### src/rtl/pc_fetch_if.sv
// Bundle between the PC fetch unit and the datapath it feeds:
// next-PC source inputs and PC/status outputs.
interface pc_fetch_if #(
    parameter int DATA_WIDTH      = 32,
    parameter int BRANCHSRC_WIDTH = 3,
    parameter int COUNT_WIDTH     = 32
);
    logic [BRANCHSRC_WIDTH-1:0] branch_src_in;
    logic [2:0]                 func3_in;
    logic [DATA_WIDTH-1:0]      imm_in;
    logic [DATA_WIDTH-1:0]      alu_in;
    logic [DATA_WIDTH-1:0]      reg1_in;
    logic [DATA_WIDTH-1:0]      reg2_in;
    logic                       stall_in;
    logic [DATA_WIDTH-1:0]      pc_out;
    logic [DATA_WIDTH-1:0]      pc_plus4_out;
    logic                       taken_out;
    logic                       misalign_out;
    logic                       halted_out;
    logic [COUNT_WIDTH-1:0]     instr_count_out;

    modport master (
        output branch_src_in, func3_in, imm_in, alu_in, reg1_in, reg2_in, stall_in,
        input  pc_out, pc_plus4_out, taken_out, misalign_out, halted_out, instr_count_out
    );

    modport slave (
        input  branch_src_in, func3_in, imm_in, alu_in, reg1_in, reg2_in, stall_in,
        output pc_out, pc_plus4_out, taken_out, misalign_out, halted_out, instr_count_out
    );
endinterface

### src/rtl/pc_fetch_unit.sv
// Program-counter stage: holds the PC, resolves the next PC from sequential,
// jump and branch sources, and tracks stall/halt/misalignment and retirement.
module pc_fetch_unit #(
    parameter int                    DATA_WIDTH      = 32,
    parameter int                    BRANCHSRC_WIDTH = 3,
    parameter logic [DATA_WIDTH-1:0] RESET_PC        = 32'h0000_0000,
    parameter int                    COUNT_WIDTH     = 32
) (
    input  logic        clk,
    input  logic        rst,
    pc_fetch_if.slave   bus
);
    localparam logic [BRANCHSRC_WIDTH-1:0] SRC_JAL  = BRANCHSRC_WIDTH'(1);
    localparam logic [BRANCHSRC_WIDTH-1:0] SRC_JALR = BRANCHSRC_WIDTH'(2);
    localparam logic [BRANCHSRC_WIDTH-1:0] SRC_BR   = BRANCHSRC_WIDTH'(3);
    localparam logic [BRANCHSRC_WIDTH-1:0] SRC_HALT = BRANCHSRC_WIDTH'(4);

    typedef enum logic [0:0] {
        ST_RUN  = 1'b0,
        ST_HALT = 1'b1
    } state_t;

    state_t                  state_r, state_nxt_s;
    logic [DATA_WIDTH-1:0]   pc_r, pc_nxt_s;
    logic [COUNT_WIDTH-1:0]  cnt_r, cnt_nxt_s;
    logic                    misalign_r, misalign_nxt_s;
    logic                    halted_r;
    logic [DATA_WIDTH-1:0]   pc_plus4_s;
    logic [DATA_WIDTH-1:0]   pc_plus_imm_s;
    logic [DATA_WIDTH-1:0]   target_s;
    logic                    taken_s;

    // Branch condition evaluation for the BR source, keyed by func3.
    function automatic logic br_cond_f(input logic [2:0]            f3,
                                       input logic [DATA_WIDTH-1:0] a,
                                       input logic [DATA_WIDTH-1:0] b);
        logic res;
        case (f3)
            3'b000:  res = (a == b);
            3'b001:  res = (a != b);
            3'b100:  res = ($signed(a) <  $signed(b));
            3'b101:  res = ($signed(a) >= $signed(b));
            3'b110:  res = (a <  b);
            3'b111:  res = (a >= b);
            default: res = 1'b0;
        endcase
        return res;
    endfunction

    assign pc_plus4_s    = pc_r + DATA_WIDTH'(4);
    assign pc_plus_imm_s = pc_r + bus.imm_in;

    // Target selection and redirect flag; redirect is suppressed outside RUN.
    always_comb begin
        target_s = pc_plus4_s;
        taken_s  = 1'b0;
        case (bus.branch_src_in)
            SRC_JAL: begin
                target_s = pc_plus_imm_s;
                taken_s  = 1'b1;
            end
            SRC_JALR: begin
                target_s = {bus.alu_in[DATA_WIDTH-1:1], 1'b0};
                taken_s  = 1'b1;
            end
            SRC_BR: begin
                if (br_cond_f(bus.func3_in, bus.reg1_in, bus.reg2_in)) begin
                    target_s = pc_plus_imm_s;
                    taken_s  = 1'b1;
                end else begin
                    target_s = pc_plus4_s;
                    taken_s  = 1'b0;
                end
            end
            default: begin
                target_s = pc_plus4_s;
                taken_s  = 1'b0;
            end
        endcase
        if (state_r != ST_RUN) begin
            taken_s = 1'b0;
        end else begin
            taken_s = taken_s;
        end
    end

    // Next-state logic: stall beats halt, halt beats the misalignment check.
    always_comb begin
        state_nxt_s    = state_r;
        pc_nxt_s       = pc_r;
        cnt_nxt_s      = cnt_r;
        misalign_nxt_s = misalign_r;
        case (state_r)
            ST_RUN: begin
                if (bus.stall_in) begin
                    state_nxt_s = ST_RUN;
                end else if (bus.branch_src_in == SRC_HALT) begin
                    cnt_nxt_s   = cnt_r + COUNT_WIDTH'(1);
                    state_nxt_s = ST_HALT;
                end else if (target_s[1:0] != 2'b00) begin
                    misalign_nxt_s = 1'b1;
                    state_nxt_s    = ST_HALT;
                end else begin
                    pc_nxt_s  = target_s;
                    cnt_nxt_s = cnt_r + COUNT_WIDTH'(1);
                end
            end
            ST_HALT: begin
                state_nxt_s = ST_HALT;
            end
            default: begin
                state_nxt_s = ST_HALT;
            end
        endcase
    end

    // State, PC, counter and status registers.
    always_ff @(posedge clk) begin
        if (rst) begin
            state_r    <= ST_RUN;
            pc_r       <= RESET_PC;
            cnt_r      <= '0;
            misalign_r <= 1'b0;
            halted_r   <= 1'b0;
        end else begin
            state_r    <= state_nxt_s;
            pc_r       <= pc_nxt_s;
            cnt_r      <= cnt_nxt_s;
            misalign_r <= misalign_nxt_s;
            halted_r   <= (state_nxt_s == ST_HALT);
        end
    end

    assign bus.pc_out          = pc_r;
    assign bus.pc_plus4_out    = pc_plus4_s;
    assign bus.taken_out       = taken_s;
    assign bus.misalign_out    = misalign_r;
    assign bus.halted_out      = halted_r;
    assign bus.instr_count_out = cnt_r;
endmodule

### src/flat_wrapper.sv
// flat-port wrapper written by rule: the top's interface ports become plain ports
module pc_fetch_unit_flat 
#(
    parameter int                    DATA_WIDTH      = 32,
    parameter int                    BRANCHSRC_WIDTH = 3,
    parameter logic [DATA_WIDTH-1:0] RESET_PC        = 32'h0000_0000,
    parameter int                    COUNT_WIDTH     = 32
)
  (clk, rst, bus_branch_src_in, bus_func3_in, bus_imm_in, bus_alu_in, bus_reg1_in, bus_reg2_in, bus_stall_in, bus_pc_out, bus_pc_plus4_out, bus_taken_out, bus_misalign_out, bus_halted_out, bus_instr_count_out);
  pc_fetch_if #(.DATA_WIDTH(DATA_WIDTH), .BRANCHSRC_WIDTH(BRANCHSRC_WIDTH), .COUNT_WIDTH(COUNT_WIDTH)) bus_i ();
  input  logic clk;
  input  logic rst;
  input wire logic [$bits(bus_i.branch_src_in)-1:0] bus_branch_src_in;
  input wire logic [$bits(bus_i.func3_in)-1:0] bus_func3_in;
  input wire logic [$bits(bus_i.imm_in)-1:0] bus_imm_in;
  input wire logic [$bits(bus_i.alu_in)-1:0] bus_alu_in;
  input wire logic [$bits(bus_i.reg1_in)-1:0] bus_reg1_in;
  input wire logic [$bits(bus_i.reg2_in)-1:0] bus_reg2_in;
  input wire logic [$bits(bus_i.stall_in)-1:0] bus_stall_in;
  output wire logic [$bits(bus_i.pc_out)-1:0] bus_pc_out;
  output wire logic [$bits(bus_i.pc_plus4_out)-1:0] bus_pc_plus4_out;
  output wire logic [$bits(bus_i.taken_out)-1:0] bus_taken_out;
  output wire logic [$bits(bus_i.misalign_out)-1:0] bus_misalign_out;
  output wire logic [$bits(bus_i.halted_out)-1:0] bus_halted_out;
  output wire logic [$bits(bus_i.instr_count_out)-1:0] bus_instr_count_out;
  assign bus_i.branch_src_in = bus_branch_src_in;
  assign bus_i.func3_in = bus_func3_in;
  assign bus_i.imm_in = bus_imm_in;
  assign bus_i.alu_in = bus_alu_in;
  assign bus_i.reg1_in = bus_reg1_in;
  assign bus_i.reg2_in = bus_reg2_in;
  assign bus_i.stall_in = bus_stall_in;
  assign bus_pc_out = bus_i.pc_out;
  assign bus_pc_plus4_out = bus_i.pc_plus4_out;
  assign bus_taken_out = bus_i.taken_out;
  assign bus_misalign_out = bus_i.misalign_out;
  assign bus_halted_out = bus_i.halted_out;
  assign bus_instr_count_out = bus_i.instr_count_out;
  pc_fetch_unit #(.DATA_WIDTH(DATA_WIDTH), .BRANCHSRC_WIDTH(BRANCHSRC_WIDTH), .RESET_PC(RESET_PC), .COUNT_WIDTH(COUNT_WIDTH)) u_core (.clk(clk), .rst(rst), .bus(bus_i));
endmodule
### config.mk
export PLATFORM = sky130hd
export DESIGN_NAME = pc_fetch_unit_flat
export DESIGN_NICKNAME = d
export VERILOG_FILES = /design/src/rtl/pc_fetch_if.sv /design/src/rtl/pc_fetch_unit.sv /design/src/flat_wrapper.sv
export SDC_FILE = /design/constraint.sdc
export NUM_CORES = 1
export LEC_CHECK = 0
export CORE_MARGIN = 3
export CORE_UTILIZATION = 28
export DETAILED_ROUTE_END_ITERATION = 6
export PLACE_DENSITY_LB_ADDON = 0.1
export SLEW_MARGIN = 0
export SYNTH_ARGS = -nofsm -noshare
export SYNTH_HDL_FRONTEND = slang
export SYNTH_SLANG_ARGS = --single-unit
### constraint.sdc
create_clock -name clk -period 11.6 [get_ports clk]
set_input_delay 2.32 -clock clk [delete_from_list [all_inputs] [get_ports clk]]
set_output_delay 2.32 -clock clk [all_outputs]
set_load 0.02 [all_outputs]
==> impl_metrics.ini <==
[yosys]
synth_area_leaders = dfxtp_1 20%, ha_1 12%, xnor2_1 9.1%, nor2_1 5.6%, a21oi_1 4.2%
syn-num-nets = 1062
yosysTopAreaCellShare = 0.1987
synth.cell_area_um2 = 6650
synth_cells = 859
syn_avg_cell_area_um2 = 7.742
async_flop_share = 0
synth_top_family_by_area = simple AND/OR/NAND/NOR gates
ys_types = 74
yosysSeqAreaShare = 0.1987
ys_ff_latch = 66
synthTopCellsByCount = 100 x nor2_1, 69 x xnor2_1, 66 x dfxtp_1
yosys-mux-area-fraction = 0.005268
synth_top_area_cell = dfxtp_1
synth_edf_count = 0
synth_fa_ha_area_frac = 0.1253
synth-xor-area-share = 0.1080
ys.flop_type = dfxtp_1
synth.most_common_cell = nor2_1
yosys.area_share.simple = 0.2572
yosys_warnings = 0
synth_compound_area_frac = 0.2418

[hold_path]
hold_start = u_core.bus.misalign_out
hold_path_class = reg -> reg
hold_path_end = u_core.bus.misalign_out
hold_depth = 2

[route]
drc = 0
avgViaCountPerCell = 5.060
antenna_left = 0
wire_per_inst_um = 17.39
drt_iter0_drc = 474
vias = 7039
first_pass_iters = 6
wl_um = 24190

[power_and_ir_drop]
leakagePower_uw = 0.003739
vdd_drop_max_mv = 0.06397
pwr-share-clk = 0.328
power.share.switching = 0.3494
power.density_nw_per_um2 = 91.42
p_int_uw = 567.6
p_seq_frac = 0.293
power.switching_uw = 304.9
p_comb_frac = 0.379

[floorplanning]
ios = 236
die_h_um = 160.1
start_util = 0.2893
row_count = 55
die_area_um2 = 25640
die_w_um = 160.1
coreArea_um2 = 22980

[clock_tree]
htreeDepth = 3
clock_latency_ns = 0.34
clockBufferDepth = 2
cts_root_buffer = clkbuf_16
cts.repair.resized = 0
cts_sinks = 66
cts_tree = yes
clk_pin_slew_ns = 0.06
ctsHoldBuffers = 0
postCtsSetupBuffers = 0
numCtsBuffers = 9

[final_layout]
fin_cells = 1391
drive_above_1_share = 0.06494
antenna_cells = 0
fillers = 2412
syn2layout_area_growth_pct = 43.52
nets = 1276

[timing]
period_needed_ns = 8.432
fmax_mhz = 118.6
slew_headroom = 0.3928
tns_ns = 0
worst_pin_slew_ns = 0.9106
hold_viol_final = 0
grt_setup_unrepaired = no
drv_slew = 0
final.setup_skew_ns = 0.006755
period_share = 0.7269
setup_viol = 0

[grt]
grt_pass1_wl_um = 39180
grt_pass1_vias = 7016
grt_overflow = 0
grt_max_degree = 67
antenna_found_initial = 0
track_usage = 0.1870

[critical_path]
critPathMaxFanout = 17
start_kind = input pin
end_kind = output pin
required_ns = 9.28
reg2reg_from = u_core.bus.pc_out[0]
reg2reg_depth = 11
path_class = in -> out
r2r_slack_ns = 7.77
crit_arrival_ns = 6.11
reg2reg_to = u_core.bus.pc_out[5]

[job]
maxCapViolations = 0

[place]
place_hpwl_um = 18610
dpl.cell_count = 1375
port_buffers = 234
gp_congestion = 0.7991

[run_status]
status = finished, final reports clean
final cells by class:
type	instances	area, um2	share of cell area
flip-flops and latches	66	1321	0.1384
well taps	313	391.6	0.04103
multi-input cells	695	4915	0.5149
clock buffers	10	239.0	0.02504
repair buffers	240	2382	0.2496
inverters	61	229.0	0.02399
clock inverters	6	66.31	0.006948
metal layers:
layer / vias up / wire length [um] / GRT usage
li1: 3560 / - / -
met1: 3209 / 11920 / 0.2686
met2: 258 / 10540 / 0.2910
met3: 12 / 1483 / 0.03217
met4: 0 / 236 / 0.04497
met5: - / 0 / 0
flip-flops by register name, summed over array words and instances (netlist names):
name,count
u_core.bus.pc_out,32
u_core.bus.instr_count_out,32
u_core.bus.misalign_out,1
u_core.state_r,1
cells in the final DEF, fill, tap and decap left out, drive strengths merged, types with 3 or more instances in the layout:
master,netlist,routed
nand2,65,65
clkinvlp,0,3
a222oi,7,7
clkdlybuf4s50,0,233
nand4,20,20
nor4,20,20
nand3,28,28
nor2b,5,5
and4,3,3
and3,12,12
xnor2,69,69
or2,6,6
a21oi,57,57
a31oi,4,4
a21o,33,33
nor2,100,100
a31o,4,4
o21bai,4,4
nor4b,6,6
xor2,13,13
buf,16,7
o221ai,3,3
dfxtp,66,66
and2,4,4
clkbuf,21,10
o211ai,6,6
o21ai,36,36
a221oi,18,18
nand2b,3,3
inv,61,61
nor3b,6,6
o31ai,4,4
a211oi,27,27
or3,8,8
nor3,22,22
ha,65,65
o21a,7,7
critical path, stage by stage:
cell and delay (ns):
clkdlybuf4s50_1 0.46, inv_1 0.04, ha_1 0.32, a21oi_1 0.14, o21ai_0 0.12, a211o_1 0.30, o31a_1 0.30, o311ai_1 0.61
a21o_4 0.33, nand2_2 0.12, nand2_2 0.40, nor2_1 0.07, clkdlybuf4s50_1 0.57
worst max path at each step:
| stage | start | endpoint | cells past startpoint |
|---|---|---|---|
| detailed placement | bus_reg2_in[15] | bus_taken_out | 13 |
| global route | bus_reg2_in[15] | bus_taken_out | 14 |
| floorplan | bus_reg2_in[31] | bus_taken_out | 14 |
| finish | bus_reg2_in[15] | bus_taken_out | 13 |
| global placement | bus_reg2_in[31] | bus_taken_out | 14 |
| CTS | bus_reg2_in[15] | bus_taken_out | 13 |
power groups by stage:
stage / logic, uW / clock network (uW) / registers [uW]
global route: 364 / 303 / 258
CTS: 333 / 296 / 256
detailed placement: 330 / 0 / 261
finish: 331 / 286 / 256
floorplan: 189 / 0 / 268
global placement: 330 / 0 / 261
kinds of logic (layout without fill, tap and decap cells):
group	after synthesis	count (layout)
AO/OA/AOI/OAI	230	230
XOR/XNOR	82	82
adder cells (fa/ha/maj)	66	66
buffers and inverters	98	317
flip-flops	66	66
multiplexers	3	3
AND/OR/NAND/NOR	314	314
through the flow:
step | total power [uW] | utilization | setup slack (ns) | hold WS (ns) | instance area, um2
2_1_floorplan | 456.8 | - | 4.500 | 0.5518 | 6650
3_3_place_gp | 591.1 | 0.4020 | 3.152 | 0.4520 | 9239
3_5_place_dp | 590.5 | 0.4020 | 3.123 | 0.4698 | 9239
4_1_cts | 884.5 | 0.4152 | 3.108 | 0.4836 | 9544
5_1_grt | 924.9 | 0.4152 | 2.815 | 0.5323 | 9544
6_report | 872.6 | 0.4152 | 3.168 | 0.4757 | 9544
No activity file was read; power rests on OpenSTA's default activity.
==> RTL change: new RTL, same settings <==
Make the reset (`rst`) asynchronous in one clocked block.
--- a/src/rtl/pc_fetch_unit.sv
+++ b/src/rtl/pc_fetch_unit.sv
@@ -115,7 +115,7 @@
     end
 
     // State, PC, counter and status registers.
-    always_ff @(posedge clk) begin
+    always_ff @(posedge clk or posedge rst) begin
         if (rst) begin
             state_r    <= ST_RUN;
             pc_r       <= RESET_PC;
Behaviour: differs if rst is asserted again (counterexample within 4 cycles, from zero or initial values and one cycle with rst high); with rst held inactive, the same outputs for 4 cycles.
==> RTL change against the original RTL <==
  * Routed wire length fell by 9.1%
  * Synthesized area fell by 7.2%
  * Setup slack improved by 0.090 ns
  * First-iteration DRC count fell by 31%
  * Final area fell by 4.7%
  * Sequential cell count did not move
  * Sequential share of layout area rose by 4.3 points
  * Clock skew fell by 0.00090 ns
  * Critical path type unchanged
  * Highest routed layer unchanged
Power is not compared: it rests on default switching activity, and its combinational part moved more than twofold at a synthesized area within 25%.
==> RTL change: results (changes against the original RTL) <==
[outcome]
status=finished clean

[drt]
vias=6352  ; -9.8%
dr.first_iter.drc_count=325  ; -31%
wl_per_cell_microns=17.6  ; +1.5%
dr.pass1.iters=5  ; -1

[synthesis]
ys_seq_area_share_pct=26.8  ; +6.9 points
post_synth_num_cell_types=60  ; -19%
syn_nets=944  ; -11%
yosysWarnings=0  ; unchanged
synth_common_cells=dfrtp_1 (66), ha_1 (65), xnor2_1 (63)
async_reset_ff_share_pct=100  ; +100 points
synthTopCellsByArea=dfrtp_1 (27%), ha_1 (13%), xnor2_1 (8.9%)

[grt]
grt_max_degree=67  ; unchanged
grt_usage_pct=18.0  ; -0.69 points
grt_pass1_vias=6267  ; -11%
antenna_found_initial=0  ; unchanged
grt_pass1_wl_microns=34400  ; -12%

[worst_setup_path]
crit_arrival_ns=6.02  ; -0.09 ns
path_max_fanout=6  ; -11
worst-r2r-cell-count=10  ; -1
crit_path_max_incr_delay_ns=0.53  ; -0.08 ns
cpMaxStageDelayCell=clkdlybuf4s50_1

[clock_tree]
clockRootBuffer=clkbuf_16
numCtsBuffers=9  ; unchanged
h-tree-depth=3  ; unchanged
cts_resized=0  ; unchanged
cts.reportedPaths.clkPinSlew_ns=0.06  ; about the same
clkLatencyLatePin_ns=0.34  ; about the same
clockBufferDepth=2  ; unchanged
cts_setup_buffers=0  ; unchanged

[power_and_ir_drop]
ir_drop_mv=0.114
p_leak_nw=3.83
switching_power_mw=0.744

[final_layout]
antennaDiodeCount=0  ; unchanged
nets=1170  ; -8.3%
drive_gt1_share_pct=3.81  ; -2.7 points
fill_cells=2177  ; -9.7%

[placed_design]
dp_slack_ns=3.21  ; +0.0917 ns
dp_hpwl_microns=17000  ; -8.7%
port_buffers=234  ; unchanged
place_congestion=0.788  ; -1.4%

[hold_path]
hold_path_depth=1  ; -1
hp-class=reg -> reg

[sta]
tightest_slew_ns=1.15  ; +0.237 ns
fin_skew_ns=0.00585  ; -0.000901 ns

[run]
drv_cap=0  ; unchanged

==> RTL change: cell count changes after synthesis, moves of 9 or more <==
cell / change
nor2_1: -51
a31oi_1: +16
a21oi_1: -9
nor4_2: -18
o21ai_0: -12
a21o_1: -14
a22oi_1: +14
dfrtp_1: +66
a221oi_1: -13
dfxtp_1: -66
inv_1: -9
nand4_1: +10
a211oi_1: -15
==> RTL change: power by group through the flow <==
| stage | Clock (mW) | Sequential, mW | Combinational [mW] |
|---|---|---|---|
| global route | 0.310 | 0.396 | 1.09 |
| detailed placement | 0 | 0.387 | 0.997 |
| finish | 0.288 | 0.385 | 0.998 |
| global placement | 0 | 0.389 | 1.00 |
| floorplan | 0 | 0.425 | 0.554 |
| CTS | 0.299 | 0.385 | 1.01 |
==> RTL change: worst paths after layout <==
kind                                          from  slack, ns                            end
max                                bus_reg2_in[31]       3.26                  bus_taken_out
min                        u_core.bus.misalign_out       0.47        u_core.bus.misalign_out
max reg2reg                   u_core.bus.pc_out[2]       8.03          u_core.bus.pc_out[30]
min reg2reg                u_core.bus.misalign_out       0.47        u_core.bus.misalign_out
max in group asynchronous                      rst       8.42  u_core.bus.instr_count_out[7]
min in group asynchronous                      rst       2.58  u_core.bus.instr_count_out[1]
==> RTL change: logic make-up (layout without fill, tap and decap cells) <==
family | count (synthesis) | count (layout) | synth area share (%)
compound gates | 196 | 196 | 21.2
xor+xnor | 83 | 83 | 11.8
fa+ha+maj | 66 | 66 | 13.5
buf+inv | 78 | 309 | 5.21
flops | 66 | 66 | 26.8
mux | 3 | 3 | 0.588
simple gates | 249 | 249 | 21.0
==> RTL change: per-stage QoR <==
| step | cells | instance area, sq um |
|---|---|---|
| after global routing | 1247 | 9090 |
| after floorplan | 741 | 6170 |
| after global placement | 1231 | 8790 |
| final | 1247 | 9090 |
| after CTS | 1247 | 9090 |
| after detailed placement | 1231 | 8790 |
==> RTL change: area by class of cell <==
type | instances | share of cell area (%)
clock buffers | 9 | 2.48
clock inverters | 7 | 0.853
inverters | 52 | 2.15
multi-input cells | 597 | 46.3
flip-flops and latches | 66 | 18.2
well taps | 275 | 3.78
repair buffers | 241 | 26.3
==> RTL change: routing by layer <==
| metal | GRT usage (%) | vias up | part of all wire [%] |
|---|---|---|---|
| li1 | - | 3183 | - |
| met1 | 24.1 | 2984 | 46 |
| met4 | 3.32 | 0 | 0.90 |
| met2 | 30.9 | 171 | 49 |
| met3 | 3.05 | 14 | 4.9 |
| met5 | 0 | - | 0 |
==> RTL change: critical path, delay by kind of cell <==
family / cells / cell delay [ns]
simple gates: 5 / 1.33
buf+inv: 3 / 1.02
mux: 1 / 0.49
compound gates: 3 / 0.46
fa+ha+maj: 1 / 0.37
